File: src/rtl/spi_stream_fifo.sv
// rtl/spi_stream_fifo.sv - DEPTH-entry valid/ready word FIFO with registered outputs
// Sits between the SPI shift engine and byte consumers; one instance per direction.
module spi_stream_fifo #(
  parameter int DATA_W    = 8,
  parameter int DEPTH     = 4,
  parameter int AFULL_LVL = 3
) (
  input  logic                       clk,
  input  logic                       rst,
  input  logic                       flush,
  input  logic [DATA_W-1:0]          in_data,
  input  logic                       in_valid,
  output logic                       in_ready,
  output logic [DATA_W-1:0]          out_data,
  output logic                       out_valid,
  input  logic                       out_ready,
  output logic [$clog2(DEPTH+1)-1:0] level,
  output logic                       almost_full,
  output logic                       ovf
);

  localparam int LW = $clog2(DEPTH + 1);
  localparam int PW = $clog2(DEPTH);

  logic [DATA_W-1:0] mem [DEPTH];
  logic [PW-1:0]     wr_ptr;
  logic [PW-1:0]     rd_ptr;

  logic              push;
  logic              pop;
  logic [LW-1:0]     level_next;
  logic [PW-1:0]     rd_next;
  logic [DATA_W-1:0] head_next;

  assign push       = in_valid & in_ready;
  assign pop        = out_valid & out_ready;
  assign level_next = level + LW'(push) - LW'(pop);
  assign rd_next    = rd_ptr + PW'(pop);
  // The new head is the word being written this edge only when nothing older remains.
  assign head_next  = (push && (rd_next == wr_ptr)) ? in_data : mem[rd_next];

  always_ff @(posedge clk) begin
    if (push && !rst && !flush) begin
      mem[wr_ptr] <= in_data;
    end
  end

  always_ff @(posedge clk) begin
    if (rst) begin
      wr_ptr      <= '0;
      rd_ptr      <= '0;
      level       <= '0;
      in_ready    <= 1'b0;
      out_valid   <= 1'b0;
      out_data    <= '0;
      almost_full <= 1'b0;
      ovf         <= 1'b0;
    end else if (flush) begin
      wr_ptr      <= '0;
      rd_ptr      <= '0;
      level       <= '0;
      in_ready    <= 1'b1;
      out_valid   <= 1'b0;
      almost_full <= 1'b0;
      ovf         <= 1'b0;
    end else begin
      if (push) begin
        wr_ptr <= wr_ptr + PW'(1);
      end
      rd_ptr      <= rd_next;
      level       <= level_next;
      in_ready    <= (level_next < LW'(DEPTH));
      out_valid   <= (level_next != '0);
      almost_full <= (level_next >= LW'(AFULL_LVL));
      if (in_valid && !in_ready) begin
        ovf <= 1'b1;
      end
      // Empty: out_data keeps its last value.
      if (level_next != '0) begin
        out_data <= head_next;
      end
    end
  end

endmodule
File: config.mk
export PLATFORM = sky130hd
export DESIGN_NAME = spi_stream_fifo
export DESIGN_NICKNAME = d
export VERILOG_FILES = /design/src/rtl/spi_stream_fifo.sv
export SDC_FILE = /design/constraint.sdc
export NUM_CORES = 1
export LEC_CHECK = 0
export ABC_AREA = 1
export CAP_MARGIN = 20
export CORE_ASPECT_RATIO = 1.25
export CORE_MARGIN = 10
export CORE_UTILIZATION = 50
export DETAILED_ROUTE_END_ITERATION = 10
export GPL_TIMING_DRIVEN = 0
export PLACE_DENSITY_LB_ADDON = 0.05
export SLEW_MARGIN = 15
export SYNTH_ARGS = -nofsm -noshare
export SYNTH_HDL_FRONTEND = slang
export SYNTH_SLANG_ARGS = --single-unit
File: constraint.sdc
create_clock -name clk -period 1.87 [get_ports clk]
set_input_delay 0.187 -clock clk [delete_from_list [all_inputs] [get_ports clk]]
set_output_delay 0.187 -clock clk [all_outputs]
set_load 0.02 [all_outputs]
==> flow_summary.rst, run 1 <==
.. list-table::
   :header-rows: 1

   * - Metric
     - Value
   * - Status
     - finished, violations left
   * - Failing checks
     - setup timing
   * - Global routing usage summed across all routing layers
     - between 10% and 20%
   * - CP Cell Sequence
     - nand2_2 > inv_2 > ha_4 > inv_2 > ha_4 > fa_2 > inv_2 > nand2_4 > nand2_4 > nand2_4 > nand3_4 > nand2_4 > buf_6 > nor2_2 > nor2_2
   * - Final Non-Filler Cells
     - 370
   * - Iteration-0 DRC Markers
     - 121
   * - Row count
     - 28
   * - List of most frequent post-synthesis cells
     - sky130_fd_sc_hd__nand2_1 (114), sky130_fd_sc_hd__edfxtp_1 (32), sky130_fd_sc_hd__nor2_1 (30)
   * - Net total in the final layout
     - 330
   * - FF+latch count, synth
     - 51
   * - Number of buffers between clock root and the deepest sink
     - 2
   * - Simple-Gate Fraction of Synth Area
     - 30.21%
   * - Relative slew margins
     - a little under half
   * - Area fraction in compound gates after synthesis
     - 1.368%
   * - Max Clock Freq
     - 473.0 MHz
   * - Number of global-route vias before repair
     - 1782
   * - Dominant cell type by count on the critical path
     - sky130_fd_sc_hd__nand2_4
   * - Number of instances in the placed design
     - 357
   * - Final routed wire length divided by cell count
     - 13.54 um
   * - Number of remaining DRC errors
     - 0
   * - Clock tree from TritonCTS
     - done
   * - Clk_skew
     - 0.005128 ns
   * - Post-synth EDFFs
     - 32
   * - Cells after synthesis
     - 270
   * - Number of H-tree levels
     - 2
   * - Number of antenna violations at the first check in global routing
     - 0
   * - Area Growth Syn to Fin
     - 29.26%
   * - Total vias in the final route
     - roughly 1800
   * - Largest fanout on the critical path
     - 5
   * - Count of input and output buffers
     - 27
   * - Adder-cell area share of the yosys netlist
     - ~4.5%
   * - IO Count
     - 28
   * - Clock transition at the registers of the reported paths
     - around 0.090 ns
   * - Final weighted congestion of routability-driven global placement
     - approximately 0.77
   * - Portion of netlist area occupied by mux cells
     - 0%
   * - Number of nets in the synthesized netlist
     - between 200 and 300
   * - Element type at the critical path start
     - register
   * - Pin count of the biggest net entering global routing
     - 16
   * - Detail-routed via count per cell
     - 4.757
   * - Tmin final
     - ~2.1 ns
   * - Detailed-router iteration count before antenna repair
     - 4
   * - Avg Inst Size Synth
     - 8.805 sq um
   * - Die outline width
     - 81.68 um
   * - Slew at the pin closest to its max-slew limit
     - 0.8102 ns
   * - Routed Wire Length
     - 5008 um
   * - XOR/XNOR share of the synthesized area
     - 0%
   * - Post-detailed-placement half-perimeter wirelength
     - 3517 um
   * - Initial Utilization
     - 51.02%
   * - Final Hold Fails
     - 0
   * - Total gr overflow
     - 0
   * - RSZ-0062 raised after global routing
     - yes
   * - Final WS setup
     - -0.2442 ns
   * - Buffer type at the clock tree root
     - sky130_fd_sc_hd__clkbuf_8
   * - Main area contributors after synthesis
     - sky130_fd_sc_hd__edfxtp_1 (40%), sky130_fd_sc_hd__nand2_1 (18%), sky130_fd_sc_hd__dfxtp_1 (16%)
   * - Top flip-flop cell by instance count after synthesis
     - sky130_fd_sc_hd__edfxtp_1
   * - Required time at the endpoint of the critical path
     - 2.07 ns
   * - Arr. time, crit path
     - 2.31 ns
   * - Final period utilization
     - 113.1%
   * - Final antenna-violating net count
     - 0
   * - Most used standard cell by instance count after synthesis
     - sky130_fd_sc_hd__nand2_1
   * - Setup violators final
     - 10
   * - Count of antenna diodes in the layout
     - 0
   * - Clock insertion delay at the later pin of the skew report
     - 0.30 ns
   * - Global-route wire length before repair
     - between 8000 and 9000 um
   * - Category of the worst setup path capture point
     - register
   * - Main combinational cell family by area after synthesis
     - simple AND/OR/NAND/NOR gates
   * - Share of flip-flops with an asynchronous set or reset
     - 0%
   * - Maxcap violations
     - 0
   * - Overall Power
     - 2.562 mW
   * - CTS sink count
     - 51
   * - Fraction of final layout cells with drive strength greater than 1
     - 22.90%
   * - Post-cts hold buffer count
     - 0
   * - CTS buffer count
     - 5
   * - Fraction of post-synthesis cell area in the top cell type by area
     - 40.42%
   * - Count of cell types in the netlist
     - 19
   * - Worst vdd ir
     - roughly 0.54 mV
   * - Pleak
     - 1.339 nW
   * - Area of the die
     - 7930 sq um
   * - Standard cell core area
     - 4659 sq um
   * - Largest stage delay, worst path
     - 0.39 ns
   * - Netlist area before placement
     - 2377 sq um
   * - Category of the critical setup timing path
     - reg -> reg
   * - Cell type with the highest aggregate area in the netlist
     - sky130_fd_sc_hd__edfxtp_1
   * - Power per standard cell area
     - 833.7 nW/um^2
   * - Sequential element share of the synthesized area
     - 56.42%
   * - Die outline height
     - 97.09 um
   * - Warnings, synthesis
     - 0
   * - Final-report max-slew violation count
     - 0
   * - Worst hold path type
     - in -> reg
   * - Hold slack final
     - 0.3463 ns
   * - Slowest cell on the critical path
     - sky130_fd_sc_hd__fa_2
## worst paths after layout
path | startpoint | to | slack, ns | depth (start not counted)
worst min register to register | ovf | ovf | 0.49 | 2
worst min-delay path | in_valid | ovf | 0.35 | 3
worst max register to register | out_valid | out_data[0] | -0.24 | 15
worst max-delay path | out_valid | out_data[0] | -0.24 | 15
## report_power, final
part / total (mW) / switching (mW) / internal (mW)
Clock: 0.774 / 0.341 / 0.433
Sequential: 1.26 / 0.0242 / 1.23
Combinational: 0.530 / 0.295 / 0.234
Total: 2.56 / 0.660 / 1.90
## layout by cell type (no fill, tap or decap), types with 2 or more instances in the layout
cell / synthesis / routed
sky130_fd_sc_hd__nand3_1: 11 / 10
sky130_fd_sc_hd__ha_4: 0 / 2
sky130_fd_sc_hd__a21oi_1: 2 / 2
sky130_fd_sc_hd__clkbuf_8: 0 / 6
sky130_fd_sc_hd__nand2_1: 114 / 100
sky130_fd_sc_hd__nand2_4: 5 / 12
sky130_fd_sc_hd__inv_1: 29 / 24
sky130_fd_sc_hd__buf_6: 4 / 5
sky130_fd_sc_hd__buf_4: 0 / 3
sky130_fd_sc_hd__clkdlybuf4s50_1: 0 / 26
sky130_fd_sc_hd__nand2_2: 4 / 11
sky130_fd_sc_hd__edfxtp_1: 32 / 32
sky130_fd_sc_hd__nor2_4: 1 / 6
sky130_fd_sc_hd__nand3_4: 0 / 2
sky130_fd_sc_hd__dfxtp_1: 19 / 17
sky130_fd_sc_hd__nor2_1: 30 / 18
sky130_fd_sc_hd__nor2_2: 0 / 7
sky130_fd_sc_hd__inv_2: 4 / 9
sky130_fd_sc_hd__ha_1: 7 / 5
sky130_fd_sc_hd__o21ai_1: 0 / 2
sky130_fd_sc_hd__dfxtp_4: 0 / 2
## metrics by stage
step           util (%)  TNS (ns)  worst slack [ns]  area [sq um]
2_1_floorplan         -    -1.274           -0.1645          2427
3_3_place_gp      59.51    -11.14           -0.6373          2773
3_5_place_dp      59.51    -11.17           -0.6778          2773
4_1_cts           64.23    -1.256           -0.1777          2993
5_1_grt           65.95    -3.046           -0.3338          3073
6_report          65.95    -1.879           -0.2442          3073
## flip-flops by register name, summed over array words and instances, names as in the netlist
register	cells
mem	32
out_data	8
level	3
rd_ptr	2
wr_ptr	2
almost_full	1
in_ready	1
out_valid	1
ovf	1
## metal layers
layer  share of wire (%)  global-route usage, %
met1                  42                  16.26
met2                  50                  21.39
met3                 5.3                  3.426
met4                 1.8                  5.643
met5                   0                      0
## cell type report
type / count / area (sq um)
fillers: 384 / 1587
flip-flops and latches: 51 / 1349
multi-input cells: 181 / 1031
repair buffers: 32 / 322.8
inverters: 34 / 132.6
clock buffers: 6 / 82.58
well taps: 60 / 75.07
plain buffers: 4 / 45.04
clock inverters: 2 / 35.03
## logic make-up after synthesis
| group | count (synthesis) |
|---|---|
| simple gates | 167 |
| flops | 51 |
| buf+inv | 38 |
| fa+ha+maj | 8 |
| compound gates | 6 |
## worst max-delay path, delay by kind of cell, from the launching register on
family / cells / cell delay (ns)
adder cells (fa/ha/maj): 3 / 0.78
buffers and inverters: 4 / 0.31
flip-flops: 1 / 0.35
AND/OR/NAND/NOR: 8 / 0.55
## repair_timing
action | CTS | global route
buffers inserted | 3 | 1
resized for setup | 23 | 21
setup endpoints to repair | 10 | 20
cloned | 1 | 0
pin swaps | 10 | 6
(Power assumes the default switching activity.)
==> run 2: changes to the inputs <==
- CORE_MARGIN: 10 -> not set
==> flow_summary.rst, run 2 (synthesis gave the netlist of run 1 again) <==
.. list-table::
   :header-rows: 1

   * - Metric
     - Value
   * - Buffer type at the clock tree root
     - sky130_fd_sc_hd__clkbuf_8
   * - Element type at the critical path start
     - register
   * - Required time at the endpoint of the critical path
     - 2.08 ns (about the same)
   * - Largest fanout on the critical path
     - 6 (+1)
   * - Flip-flop count of the largest register after layout
     - 32 (unchanged)
   * - Clk_skew
     - 0.008464 ns (+0.003336 ns)
   * - Final design instance area without fill
     - 3005 sq um (-2.2%)
   * - Final period utilization
     - 108.7% (-4.4 points)
   * - Total Negative Setup Slacks
     - -1.338 ns (+0.5415 ns)
   * - Clock transition at the registers of the reported paths
     - 0.09 ns (about the same)
   * - RSZ-0062 raised after global routing
     - yes
   * - Hold slack final
     - 0.3907 ns (+0.04448 ns)
   * - Global routing usage summed across all routing layers
     - 20.70% (+7.4 points)
   * - Iteration-0 DRC Markers
     - 72 (-40%)
   * - Overall Power
     - 2.438 mW (-4.9%)
   * - Final weighted congestion of routability-driven global placement
     - 0.7185 (-6.8%)
   * - Clock tree from TritonCTS
     - done
   * - Count of input and output buffers
     - 27 (unchanged)
   * - Power per standard cell area
     - 811.1 nW/um^2 (-2.7%)
   * - Comb power frac
     - 19.9% (-0.8 points)
   * - Worst hold path type
     - in -> reg
   * - Relative contribution of sequential cells to total power
     - 51.6% (+2.5 points)
   * - Relative slew margins
     - 46.69% (+0.90 points)
   * - Detailed-router iteration count before antenna repair
     - 4 (unchanged)
   * - Initial Utilization
     - 52.91% (+1.9 points)
   * - Clock power share
     - 28.5% (-1.7 points)
   * - Count of antenna diodes in the layout
     - 0 (unchanged)
   * - Number of H-tree levels
     - 2 (unchanged)
   * - Top library cells by usage in the layout, fill and taps aside
     - sky130_fd_sc_hd__nand2_1 (108), sky130_fd_sc_hd__edfxtp_1 (32), sky130_fd_sc_hd__clkdlybuf4s50_1 (26)
   * - Area of the die
     - 5036 sq um (-36%)
   * - Largest registers
     - mem (32), out_data (8), level (3)
   * - Final-report max-slew violation count
     - 0 (unchanged)
   * - Detail-routed via count per cell
     - 4.763 (+0.13%)
   * - Arr. time, crit path
     - 2.25 ns (-0.06 ns)
   * - Worst vdd ir
     - 0.5568 mV (+2.5%)
   * - Clock insertion delay at the later pin of the skew report
     - 0.31 ns (about the same)
   * - Internal power component
     - 1.786 mW (-6.1%)
   * - Worst slack after detailed placement
     - -0.6346 ns (+0.04318 ns)
   * - Final routed wire length divided by cell count
     - 12.87 um (-4.9%)
   * - Number of global-route vias before repair
     - 1652 (-7.3%)
   * - Fraction of final layout cells with drive strength greater than 1
     - 19.17% (-3.7 points)
   * - Post-detailed-placement half-perimeter wirelength
     - 3202 um (-8.9%)
   * - Category of the critical setup timing path
     - reg -> reg
   * - Routed Wire Length
     - 4774 um (-4.7%)
   * - Status
     - finished, violations left
   * - Total gr overflow
     - 0 (unchanged)
   * - Row count
     - 27 (-3.6%)
   * - Number of buffers between clock root and the deepest sink
     - 2 (unchanged)
   * - Post-cts hold buffer count
     - 0 (unchanged)
   * - Category of the worst setup path capture point
     - register
   * - Switching pwr
     - 651.4 uW (-1.3%)
   * - Pleak
     - 1.313 nW (-1.9%)
   * - Tmin final
     - 2.033 ns (-0.08137 ns)
   * - Maxcap violations
     - 0 (unchanged)
   * - Pin count of the biggest net entering global routing
     - 16 (unchanged)
   * - Die outline width
     - 63.68 um (-22%)
   * - Number of antenna violations at the first check in global routing
     - 0 (unchanged)
   * - Number of remaining DRC errors
     - 0 (unchanged)
   * - Final antenna-violating net count
     - 0 (unchanged)
   * - Final Hold Fails
     - 0 (unchanged)
   * - Area after detailed placement
     - 2770 sq um (about the same)
   * - Global-route wire length before repair
     - 7624 um (-9.3%)
   * - Failing checks
     - setup timing
   * - Die outline height
     - 79.09 um (-19%)
   * - Net total in the final layout
     - 333 (+0.91%)
   * - Fraction of power spent switching nets
     - 26.72% (+0.96 points)
   * - CTS sink count
     - 51 (unchanged)
   * - Final WS setup
     - -0.1628 ns (+0.08137 ns)
   * - Max Clock Freq
     - 491.9 MHz (+4.0%)
   * - Slew at the pin closest to its max-slew limit
     - 0.7967 ns (-0.01352 ns)
   * - Setup violators final
     - 10 (unchanged)
   * - Area Growth Syn to Fin
     - 26.42%
   * - Standard cell core area
     - 4493 sq um (-3.6%)
   * - CTS buffer count
     - 5 (unchanged)
   * - Top register by number of flip-flops
     - mem
   * - Count of filler cells inserted in the layout
     - 353 (-8.1%)
   * - Total vias in the final route
     - 1767 (+0.40%)
   * - IO Count
     - 28 (unchanged)
   * - Most common cell after layout, fill and taps aside
     - sky130_fd_sc_hd__nand2_1
[run 2: changes by cell type in the layout (fill, tap and decap cells not counted), moves of 3 or more]
| cell | delta |
|---|---|
| sky130_fd_sc_hd__nand2_1 | +8 |
| sky130_fd_sc_hd__nor2_2 | -4 |
| sky130_fd_sc_hd__nor2_1 | +5 |
| sky130_fd_sc_hd__buf_4 | +4 |
| sky130_fd_sc_hd__nand2_4 | -6 |
| sky130_fd_sc_hd__nand2_2 | -3 |
[run 2: critical path, cell delays in order (launching register included)]
cell and delay [ns]:
sky130_fd_sc_hd__dfxtp_4 0.35, sky130_fd_sc_hd__nand2_2 0.05, sky130_fd_sc_hd__inv_2 0.05, sky130_fd_sc_hd__ha_4 0.25, sky130_fd_sc_hd__inv_2 0.03, sky130_fd_sc_hd__ha_4 0.14
sky130_fd_sc_hd__fa_2 0.56, sky130_fd_sc_hd__nor2_4 0.04, sky130_fd_sc_hd__nand3_4 0.08, sky130_fd_sc_hd__nand2_4 0.08, sky130_fd_sc_hd__buf_6 0.15, sky130_fd_sc_hd__nor2_2 0.09
sky130_fd_sc_hd__nor2_1 0.05
[run 2: final timing paths]
| kind | start | to | slack (ns) | depth (start not counted) |
|---|---|---|---|---|
| setup / recovery | out_valid | out_data[1] | -0.16 | 12 |
| setup reg to reg | out_valid | out_data[1] | -0.16 | 12 |
| hold reg to reg | ovf | ovf | 0.48 | 2 |
| hold / removal | in_valid | ovf | 0.39 | 3 |
[run 2: through the flow]
stage,utilization [%],instances
finish,66.89,371
global route,66.89,371
CTS,65.47,367
detailed placement,61.65,355
global placement,61.65,355
floorplan,-,270
[run 2: final cells by class]
| class | instances | area, sq um | area share (%) |
|---|---|---|---|
| Clock buffer | 7 | 96.34 | 3.206 |
| Clock inverter | 1 | 7.507 | 0.2498 |
| Timing Repair Buffer | 35 | 332.8 | 11.07 |
| Inverter | 34 | 132.6 | 4.413 |
| Multi-Input combinational cell | 181 | 969.7 | 32.26 |
| Tap cell | 58 | 72.57 | 2.415 |
| Sequential cell | 51 | 1349 | 44.88 |
| Buffer | 4 | 45.04 | 1.499 |
[run 2: power by group through the flow]
| stage | sequential [mW] | combinational (mW) | clock (mW) |
|---|---|---|---|
| after floorplan | 1.33 | 0.220 | 0 |
| after global placement | 1.28 | 0.412 | 0 |
| after detailed placement | 1.28 | 0.417 | 0 |
| after CTS | 1.26 | 0.455 | 0.710 |
| after global routing | 1.26 | 0.532 | 0.754 |
| final | 1.26 | 0.485 | 0.694 |
[run 2: per-layer routing]
layer	wire, um	global-route usage [%]
met1	2058	24.65
met3	251	4.885
met2	2384	35.00
met5	0	0
met4	80	9.773
[run 2: what timing repair did]
action                     CTS  global route
setup endpoints to repair   10            11
buffers inserted             3             4
resized for setup           14            10
pin swaps                    5             6
gates cloned                 1             0
